===== src/rtl/riscv_irq_pend_ctrl.sv =====
// -----------------------------------------------------------------------------
// riscv_irq_pend_ctrl
//
// Purpose:
//    Latches the synchronized single-cycle interrupt pulses (timer, gpio, debug)
//    into per-source pending bits. It applies the CSR enables, picks one source
//    by fixed priority (timer > gpio > debug), and holds a stable request/ID
//    handshake toward the core. It also flags lost events (a pulse on a source
//    that is already pending) and acknowledges that do not match the ID on offer.
//
// Ports:
//    clk                core clock
//    rst_n              asynchronous active-low reset
//    irq_*_pulse_i      synchronized rising-edge pulses (timer, gpio, debug)
//    irq_en_i[2:0]      per-source enable {debug,gpio,timer}
//    mie_i              global enable; gates timer and gpio, not debug
//    debug_mode_i       core is in debug mode; blocks every source
//    irq_req_o          interrupt request to the core
//    irq_id_o           ID on offer; holds its last value when irq_req_o=0
//    irq_ack_i          single-cycle acknowledge from the core
//    irq_id_i           ID being acknowledged
//    pending_o[2:0]     pending bits {debug,gpio,timer}
//    lost_o[2:0]        sticky lost-event flags {debug,gpio,timer}
//    lost_cnt_o         saturating lost-event counter
//    lost_clr_i         clears lost_o and lost_cnt_o; wins over a same-cycle event
//    ack_err_o          one-cycle pulse after an ack with a bad ID or no request
// -----------------------------------------------------------------------------
module riscv_irq_pend_ctrl #(
   parameter logic [4:0] ID_TIMER   = 5'd7,
   parameter logic [4:0] ID_GPIO    = 5'd11,
   parameter logic [4:0] ID_DEBUG   = 5'd12,
   parameter int         LOST_CNT_W = 8
) (
   input  logic                  clk,
   input  logic                  rst_n,
   input  logic                  irq_timer_pulse_i,
   input  logic                  irq_gpio_pulse_i,
   input  logic                  irq_debug_pulse_i,
   input  logic [2:0]            irq_en_i,
   input  logic                  mie_i,
   input  logic                  debug_mode_i,
   output logic                  irq_req_o,
   output logic [4:0]            irq_id_o,
   input  logic                  irq_ack_i,
   input  logic [4:0]            irq_id_i,
   output logic [2:0]            pending_o,
   output logic [2:0]            lost_o,
   output logic [LOST_CNT_W-1:0] lost_cnt_o,
   input  logic                  lost_clr_i,
   output logic                  ack_err_o
);

   typedef enum logic [1:0] {
      IDLE  = 2'b00,
      REQ   = 2'b01,
      DRAIN = 2'b10
   } state_t;

   // Number of sources that lost an event this cycle (0..3).
   function automatic logic [1:0] popcount3(input logic [2:0] v);
      popcount3 = {1'b0, v[0]} + {1'b0, v[1]} + {1'b0, v[2]};
   endfunction

   state_t                state_r;
   state_t                state_nxt_s;
   logic [2:0]            pending_r;
   logic [2:0]            lost_r;
   logic [2:0]            sel_r;          // one-hot source currently on offer
   logic                  irq_req_r;
   logic [4:0]            irq_id_r;
   logic                  ack_err_r;
   logic [LOST_CNT_W-1:0] lost_cnt_r;

   logic [2:0]            pulse_s;
   logic [2:0]            elig_s;
   logic                  held_elig_s;
   logic                  ack_ok_s;
   logic [2:0]            clr_s;
   logic [2:0]            lost_ev_s;
   logic [1:0]            lost_num_s;
   logic [LOST_CNT_W+1:0] cnt_sum_s;
   logic [LOST_CNT_W+1:0] cnt_max_s;
   logic [LOST_CNT_W-1:0] lost_cnt_nxt_s;
   logic [2:0]            pending_nxt_s;
   logic [2:0]            lost_nxt_s;
   logic                  req_nxt_s;
   logic [4:0]            id_nxt_s;
   logic [2:0]            sel_nxt_s;
   logic                  ack_err_nxt_s;

   assign pulse_s = {irq_debug_pulse_i, irq_gpio_pulse_i, irq_timer_pulse_i};

   // Debug ignores mie_i, but debug mode blocks every source.
   assign elig_s[0] = pending_r[0] & irq_en_i[0] & mie_i & ~debug_mode_i;
   assign elig_s[1] = pending_r[1] & irq_en_i[1] & mie_i & ~debug_mode_i;
   assign elig_s[2] = pending_r[2] & irq_en_i[2] & ~debug_mode_i;

   assign held_elig_s = |(elig_s & sel_r);

   // An ack is only valid while a request is on offer and the ID matches it.
   assign ack_ok_s      = irq_ack_i & (state_r == REQ) & (irq_id_i == irq_id_r);
   assign ack_err_nxt_s = irq_ack_i & ~ack_ok_s;
   assign clr_s         = ack_ok_s ? sel_r : 3'b000;

   // A pulse in the same cycle as the clearing ack re-arms the bit. It does not
   // count as lost because the earlier event was consumed by that ack.
   assign lost_ev_s  = pulse_s & pending_r & ~clr_s;
   assign lost_num_s = popcount3(lost_ev_s);
   assign cnt_sum_s  = {2'b00, lost_cnt_r} + {{LOST_CNT_W{1'b0}}, lost_num_s};
   assign cnt_max_s  = {2'b00, {LOST_CNT_W{1'b1}}};

   // Next pending bits, lost flags and saturating lost counter.
   always_comb begin
      pending_nxt_s  = (pending_r & ~clr_s) | pulse_s;
      lost_nxt_s     = lost_r;
      lost_cnt_nxt_s = lost_cnt_r;
      if (lost_clr_i) begin
         lost_nxt_s     = 3'b000;
         lost_cnt_nxt_s = {LOST_CNT_W{1'b0}};
      end else if (cnt_sum_s > cnt_max_s) begin
         lost_nxt_s     = lost_r | lost_ev_s;
         lost_cnt_nxt_s = {LOST_CNT_W{1'b1}};
      end else begin
         lost_nxt_s     = lost_r | lost_ev_s;
         lost_cnt_nxt_s = cnt_sum_s[LOST_CNT_W-1:0];
      end
   end

   // Handshake FSM: next state plus next request, ID and selected source.
   always_comb begin
      state_nxt_s = state_r;
      req_nxt_s   = irq_req_r;
      id_nxt_s    = irq_id_r;
      sel_nxt_s   = sel_r;
      case (state_r)
         IDLE: begin
            if (elig_s[0]) begin
               state_nxt_s = REQ;
               req_nxt_s   = 1'b1;
               id_nxt_s    = ID_TIMER;
               sel_nxt_s   = 3'b001;
            end else if (elig_s[1]) begin
               state_nxt_s = REQ;
               req_nxt_s   = 1'b1;
               id_nxt_s    = ID_GPIO;
               sel_nxt_s   = 3'b010;
            end else if (elig_s[2]) begin
               state_nxt_s = REQ;
               req_nxt_s   = 1'b1;
               id_nxt_s    = ID_DEBUG;
               sel_nxt_s   = 3'b100;
            end else begin
               state_nxt_s = IDLE;
               req_nxt_s   = 1'b0;
            end
         end
         REQ: begin
            // The offered ID is frozen. No preemption, only ack or withdraw.
            if (ack_ok_s) begin
               state_nxt_s = DRAIN;
               req_nxt_s   = 1'b0;
            end else if (debug_mode_i || !held_elig_s) begin
               state_nxt_s = IDLE;
               req_nxt_s   = 1'b0;
            end else begin
               state_nxt_s = REQ;
               req_nxt_s   = 1'b1;
            end
         end
         DRAIN: begin
            // One idle cycle so the core sees irq_req_o low before the next request.
            state_nxt_s = IDLE;
            req_nxt_s   = 1'b0;
         end
         default: begin
            state_nxt_s = IDLE;
            req_nxt_s   = 1'b0;
            sel_nxt_s   = 3'b000;
         end
      endcase
   end

   // FSM state register.
   always_ff @(posedge clk or negedge rst_n) begin
      if (!rst_n) begin
         state_r <= IDLE;
      end else begin
         state_r <= state_nxt_s;
      end
   end

   // Registered handshake outputs.
   always_ff @(posedge clk or negedge rst_n) begin
      if (!rst_n) begin
         irq_req_r <= 1'b0;
         irq_id_r  <= 5'd0;
         sel_r     <= 3'b000;
         ack_err_r <= 1'b0;
      end else begin
         irq_req_r <= req_nxt_s;
         irq_id_r  <= id_nxt_s;
         sel_r     <= sel_nxt_s;
         ack_err_r <= ack_err_nxt_s;
      end
   end

   // Pending bits, lost flags and lost counter.
   always_ff @(posedge clk or negedge rst_n) begin
      if (!rst_n) begin
         pending_r  <= 3'b000;
         lost_r     <= 3'b000;
         lost_cnt_r <= {LOST_CNT_W{1'b0}};
      end else begin
         pending_r  <= pending_nxt_s;
         lost_r     <= lost_nxt_s;
         lost_cnt_r <= lost_cnt_nxt_s;
      end
   end

   assign irq_req_o  = irq_req_r;
   assign irq_id_o   = irq_id_r;
   assign ack_err_o  = ack_err_r;
   assign pending_o  = pending_r;
   assign lost_o     = lost_r;
   assign lost_cnt_o = lost_cnt_r;

endmodule


===== config.mk =====
export PLATFORM = sky130hd
export DESIGN_NAME = riscv_irq_pend_ctrl
export DESIGN_NICKNAME = d
export VERILOG_FILES = /design/src/rtl/riscv_irq_pend_ctrl.sv
export SDC_FILE = /design/constraint.sdc
export NUM_CORES = 1
export LEC_CHECK = 0
export CAP_MARGIN = 40
export CORE_MARGIN = 3
export CORE_UTILIZATION = 47
export DETAILED_ROUTE_END_ITERATION = 8
export GPL_ROUTABILITY_DRIVEN = 0
export GPL_TIMING_DRIVEN = 0
export HOLD_SLACK_MARGIN = 0.12
export MAX_ROUTING_LAYER = met4
export PLACE_DENSITY = 0.8
export SYNTH_ARGS = -nofsm -noshare
export SYNTH_HDL_FRONTEND = slang
export SYNTH_SLANG_ARGS = --single-unit

===== constraint.sdc =====
create_clock -name clk -period 3.2 [get_ports clk]
set_clock_uncertainty 0.1 [all_clocks]
set_input_delay 0.48 -clock clk [delete_from_list [all_inputs] [get_ports clk]]
set_output_delay 0.48 -clock clk [all_outputs]
set_load 0.05 [all_outputs]

Word-level counts from Yosys, hierarchy flattened
Index checks and enable logic that the tools add are counted. Widths: inputs -> output; s select.

Output and inout port bits: 21. Register bits: 26. Bits of input ports: 17. Logic and storage cells: 68.

$lt $le $gt $ge: 1. Equal/unequal tests: 4. Add/sub/neg operators: 3. Reduce and logical (&&, ||, !) cells: 8. Bitwise logic cells: 21. Mux-type cells: 23.

Operator list (count): $mux 8 (2); $mux 3 (5); $mux 5 (3); $and 3x3->3 (4); $and 1x1->1 (11); $add 8x2->9 (1); $gt 9x8->1 const B (1); $mux 1 (9); $or 3x3->3 (2); $pmux 3 s2 (1); $eq 5x5->1 (1); $ne 4x4->1 const B (1); $pmux 2 s2 (1); $reduce_and 2->1 (2); $not 1->1 (3); $not 3->3 (1); $reduce_bool 3->1 (1); $reduce_or 3->1 (1); $add 1x1->2 (1); $add 2x1->2 (1); $eq 2x1->1 const B (1); $eq 2x2->1 const B (1); $logic_not 2->1 (1); $mux 2 (1); 4 further kinds (4).

Logic depth before layout (Yosys ltp)
Gate-level depths: netlist of the first run.

Depth in word-level cells: 12. Depth in mapped cells: 12. Gate-level depth less buffers: 12.

Worst setup path before layout of the first run
OpenSTA, ideal clock, no wires.

Kind: register to register. From: register state_r[0]. To: register lost_cnt_r[0], in the netlist lost_cnt_o[0]. Setup slack: -0.094 ns. Cell stages (with the launch flop): 12. Path buffers: 0. Data required time: 3.022 ns. Clock period less this slack: 3.294 ns. Arrival time: 3.116 ns. Path through: dfrtp_1 > ha_1 > nand3b_1 > o311ai_2 > inv_1 > fa_1 > ha_1 > inv_1 > fa_1 > nor3b_2 > nand3_2 > a21oi_1.

Cells in the longest elaborated chain, start to end: 12.

RTL lines: start: declaration (line 64) `state_t state_r;`; start signal: assignment (line 188) `state_r <= state_nxt_s;`; $eq 2x1->1 * (line 101) `assign ack_ok_s = irq_ack_i & (state_r == REQ) & (irq_id_i == irq_id_r);`; $and 1x1->1 * (2 in series) (line 101); $mux 3 * (line 103) `assign clr_s = ack_ok_s ? sel_r : 3'b000;`; $not 3->3 * (line 107) `assign lost_ev_s = pulse_s & pending_r & ~clr_s;`; $and 3x3->3 * (line 107); $add 1x1->2 (line 61) `popcount3 = {1'b0, v[0]} + {1'b0, v[1]} + {1'b0, v[2]};`; $add 2x1->2 * (line 61); $add 8x2->9 * (line 109) `assign cnt_sum_s = {2'b00, lost_cnt_r} + {{LOST_CNT_W{1'b0}}, lost_num_s};`; $gt 9x8->1 (line 120) `end else if (cnt_sum_s > cnt_max_s) begin`; $mux 8 * (line 120); $mux 8 * (line 117) `if (lost_clr_i) begin`; via lost_cnt_nxt_s[0] (line 83) `logic [LOST_CNT_W-1:0] lost_cnt_nxt_s;`; end signal: assignment (line 212) `lost_cnt_r <= {LOST_CNT_W{1'b0}};`; end signal: assignment (line 216) `lost_cnt_r <= lost_cnt_nxt_s;`; end: declaration (line 72) `logic [LOST_CNT_W-1:0] lost_cnt_r;`.

The timed path passes the listed nets; every way through them passes the cells marked *. A chain may end at the register's enable or synchronous reset.

Final worst setup path of the first run
From: register irq_id_r[1], in the netlist irq_id_o[1]. To: register lost_cnt_r[6], in the netlist lost_cnt_o[6].

Cells in the longest elaborated chain, start to end: 11.

RTL lines: start: declaration (line 70) `logic [4:0] irq_id_r;`; start signal: assignment (line 201) `irq_id_r <= id_nxt_s;`; $eq 5x5->1 * (line 101); $and 1x1->1 * (line 101); $mux 3 * (line 103); $not 3->3 * (line 107); $and 3x3->3 * (line 107); $add 1x1->2 (line 61); $add 2x1->2 * (line 61); $add 8x2->9 * (line 109); $gt 9x8->1 (line 120); $mux 8 * (line 120); $mux 8 * (line 117); via lost_cnt_nxt_s[6] (line 83).

Marked as above.

==> impl_metrics.yaml, run 1 <==
drt:
  via_count: 1096
  wire_per_inst_um: 15.1
  dr.pass1.iters: 4
  finalWirelength_mm: 3.07
  vias_per_cell: 5.40
  drtAntennaViolNets: 0
  drt-initial-drc-count: 26
  drc_errors: 0
setup_path:
  path_delay_family: "adder cells"
  rrSetupSlack_ns: 0.009
  cp_data_arrival_time_ns: 3.31
  crit_path_end_kind: "register"
  cp.depth: 12
  worstSetupStartpointType: "register"
  cpMaxStageDelayCell: "fa_1"
  reg2reg_depth: 12
  cp_slowest_stage_delay_ns: 0.51
  worstReg2RegStart: "irq_id_o[1]$_DFFE_PN0P_"
  path_class: "register to register"
  critical_path_buf_inv_count: 3
  reg2reg_to: "lost_cnt_o[6]$_DFF_PN0_"
  required_ns: 3.32
  cp_max_fo: 5
  path_cells: "nor3_4, o211ai_4, o311ai_4, inv_1, fa_1, ha_2, inv_2, fa_2, nor3b_4, buf_4, and3b_1, nor3_1"
synthesis:
  synth_async_sr_flop_share_pct: 100
  synth_cells: 125
  syn_area_per_cell_sq_um: 10.5
  ys_ff_latch: 23
  synth_cell_types: 40
  synth-seq-area-share_pct: 43.9
  syn-cell-area_sq_um: 1310
  synth-edff-count: 0
  synth_fp_nets: 148
  yosysWarnings: 0
  ys.flop_type: "dfrtp_1"
sta:
  slew_headroom_pct: 62.7
  rsz0062_at_grt: "yes"
  fin_hold_ws_ns: 0.325
  fin_setup_tns_ns: 0
  drv_slew: 0
  hold_viol_final: 0
  max_slew.worst_pin.slew_ns: 0.559
  period_needed_ns: 3.19
  final.period_utilization_pct: 99.7
  maxClockFrequency_mhz: 313
  setup_viol: 0
hold_path:
  hp-class: "primary input to register"
  min_to: "ack_err_o$_DFF_PN0_"
  min_from: "irq_ack_i"
  whs_path_depth: 2
clock_network:
  cts_sinks: 23
  hold_buffers: 0
  clk_latency_ns: 0.32
  cts.clk_slew.worst_paths_ns: 0.13
  cts_max_path_buffers: 2
  root_buffer: "clkbuf_4"
  tritoncts: "built"
  cts_buffers: 3
  htreeDepth: 1
die:
  num_rows: 18
  fp.dieW_um: 58.8
  die_y_um: 58.8
  die_area_sq_um: 3460
  start_util_pct: 51.1
  num_io_pins: 38
  core_sq_um: 2570
layout:
  nNetsFinal: 197
  drive_gt1_share_pct: 26.0
  fillerInstances: 198
  layout.cells.non_filler: 203
  finalCoreUtilization_pct: 73.1
  diodes: 0
  area_growth_pct: 43.0
power_and_ir_drop:
  vdd_drop_max_mv: 0.370
  power_uw: 893
  p_per_area_nw_per_um2: 476
  leakage_uw: 0.000823
place:
  io_buffers: 36
  dp.cells: 192
  dp_hpwl_mm: 2.25
run:
  drv_cap: 0
global_route:
  grt_pass1_vias: 1126
  gr-total-overflow: 0
  grt_max_degree: 16
  grt_usage_pct: 19.1
  antenna_found_initial: 0
  grt_pass1_wl_mm: 4.93
outcome:
  status: "finished, final reports clean"
per-layer routing:
| layer | up-vias | GRT usage (%) | routed length, um |
|---|---|---|---|
| li1 | 522 | - | - |
| met1 | 523 | 22.4 | 1290 |
| met2 | 45 | 32.6 | 1570 |
| met3 | 6 | 4.39 | 147 |
| met4 | 0 | 5.50 | 61 |
| met5 | - | - | 0 |
cell usage in the layout, fill, tap and decap left out, types with 2 or more instances in the layout:
cell and n:
clkdlybuf4s50_1 30, nand2_1 8, clkbuf_4 3, ha_1 2, o32ai_1 2, inv_1 17, dfrtp_1 21, nor2_2 3
nor3_1 2, nor2b_1 3, a31oi_1 3, dlygate4sd2_1 4, xnor2_2 2, buf_4 9, a21oi_2 5, nor2_1 8
a22o_1 3, xnor2_1 3, inv_2 2, nand3b_1 2, a21oi_1 5, dfrtp_2 2, dlymetal6s2s_1 2, o21ai_1 2
how the worst max path moves through the flow:
stage	from	endpoint	slack (ns)
5_1_grt	state_r[1]$_DFF_PN0_	lost_cnt_o[6]$_DFF_PN0_	-0.11
2_1_floorplan	irq_id_o[3]$_DFFE_PN0P_	lost_cnt_o[0]$_DFF_PN0_	0.04
3_5_place_dp	irq_id_i[0]	lost_cnt_o[1]$_DFF_PN0_	-0.53
4_1_cts	irq_id_i[4]	lost_cnt_o[0]$_DFF_PN0_	0.007
3_3_place_gp	irq_id_i[0]	lost_cnt_o[1]$_DFF_PN0_	-0.42
6_report	irq_id_o[1]$_DFFE_PN0P_	lost_cnt_o[6]$_DFF_PN0_	0.009
state kept, by name (all words and copies together), names as in the netlist:
name,flops
sel_r,3
state_r,2
lost_o,3
irq_id_o,3
pending_o,3
ack_err_o,1
lost_cnt_o,8
cell families after synthesis:
group	after synthesis	synth area share, %
muxes	2	1.91
and+or+nand+nor	36	16.7
AOI/OAI and AO/OA	29	18.3
DFF	23	43.9
buffers and inverters	22	6.87
other	1	0.286
xor gates and xnor gates	6	5.15
adders and majority gates	6	6.87
power by group:
group / internal, uW / switching [uW] / total, uW / leakage, uW
combinational: 157 / 229 / 387 / 0.000526
sequential: 326 / 42.1 / 368 / 0.000280
clock: 46.9 / 92.3 / 139 / 0.0000177
stage by stage:
stage | worst slack (ns) | area [sq um]
after floorplan | 0.0404 | 1310
after global placement | -0.416 | 1710
after detailed placement | -0.534 | 1730
after CTS | 0.00714 | 1800
after global routing | -0.111 | 1880
final | 0.00865 | 1880
area by class of cell:
class                   count  area (sq um)  share of cell area, %
plain buffers               3          18.8                   1.00
inverters                  19          71.3                   3.80
multi-input cells          80           714                   38.1
well taps                  30          37.5                   2.00
clock inverters             1          5.00                  0.267
repair buffers             44           428                   22.8
clock buffers               3          22.5                   1.20
flip-flops and latches     23           578                   30.8
synthesized netlist by cell type, drive strengths merged (2+ instances only):
cell	n	area (sq um)
o311ai	2	32.5
nor2b	3	18.8
o32ai	2	17.5
dfrtp	23	576
nand3	2	20.0
nand2	9	36.3
o21ai	3	18.8
xnor2	5	58.8
ha	4	50.1
fa	2	40.0
a22o	3	26.3
nor2	11	46.3
nor3	3	20.0
a21oi	11	66.3
inv	19	71.3
a31oi	3	18.8
buf	2	15.0
nand3b	2	15.0
repair_timing:
action,in CTS,in global routing
setup buffers,4,3
pin swaps,9,9
gates cloned,0,0
endpoints found under the setup margin,7,7
resized for setup,10,12
No activity file was read; power rests on OpenSTA's default activity.
==> inputs of run 2 (changes only) <==
- SLEW_MARGIN: default -> 20
==> results of run 2 <==
Final layout, timing and power as in run 1 (identical DEF).
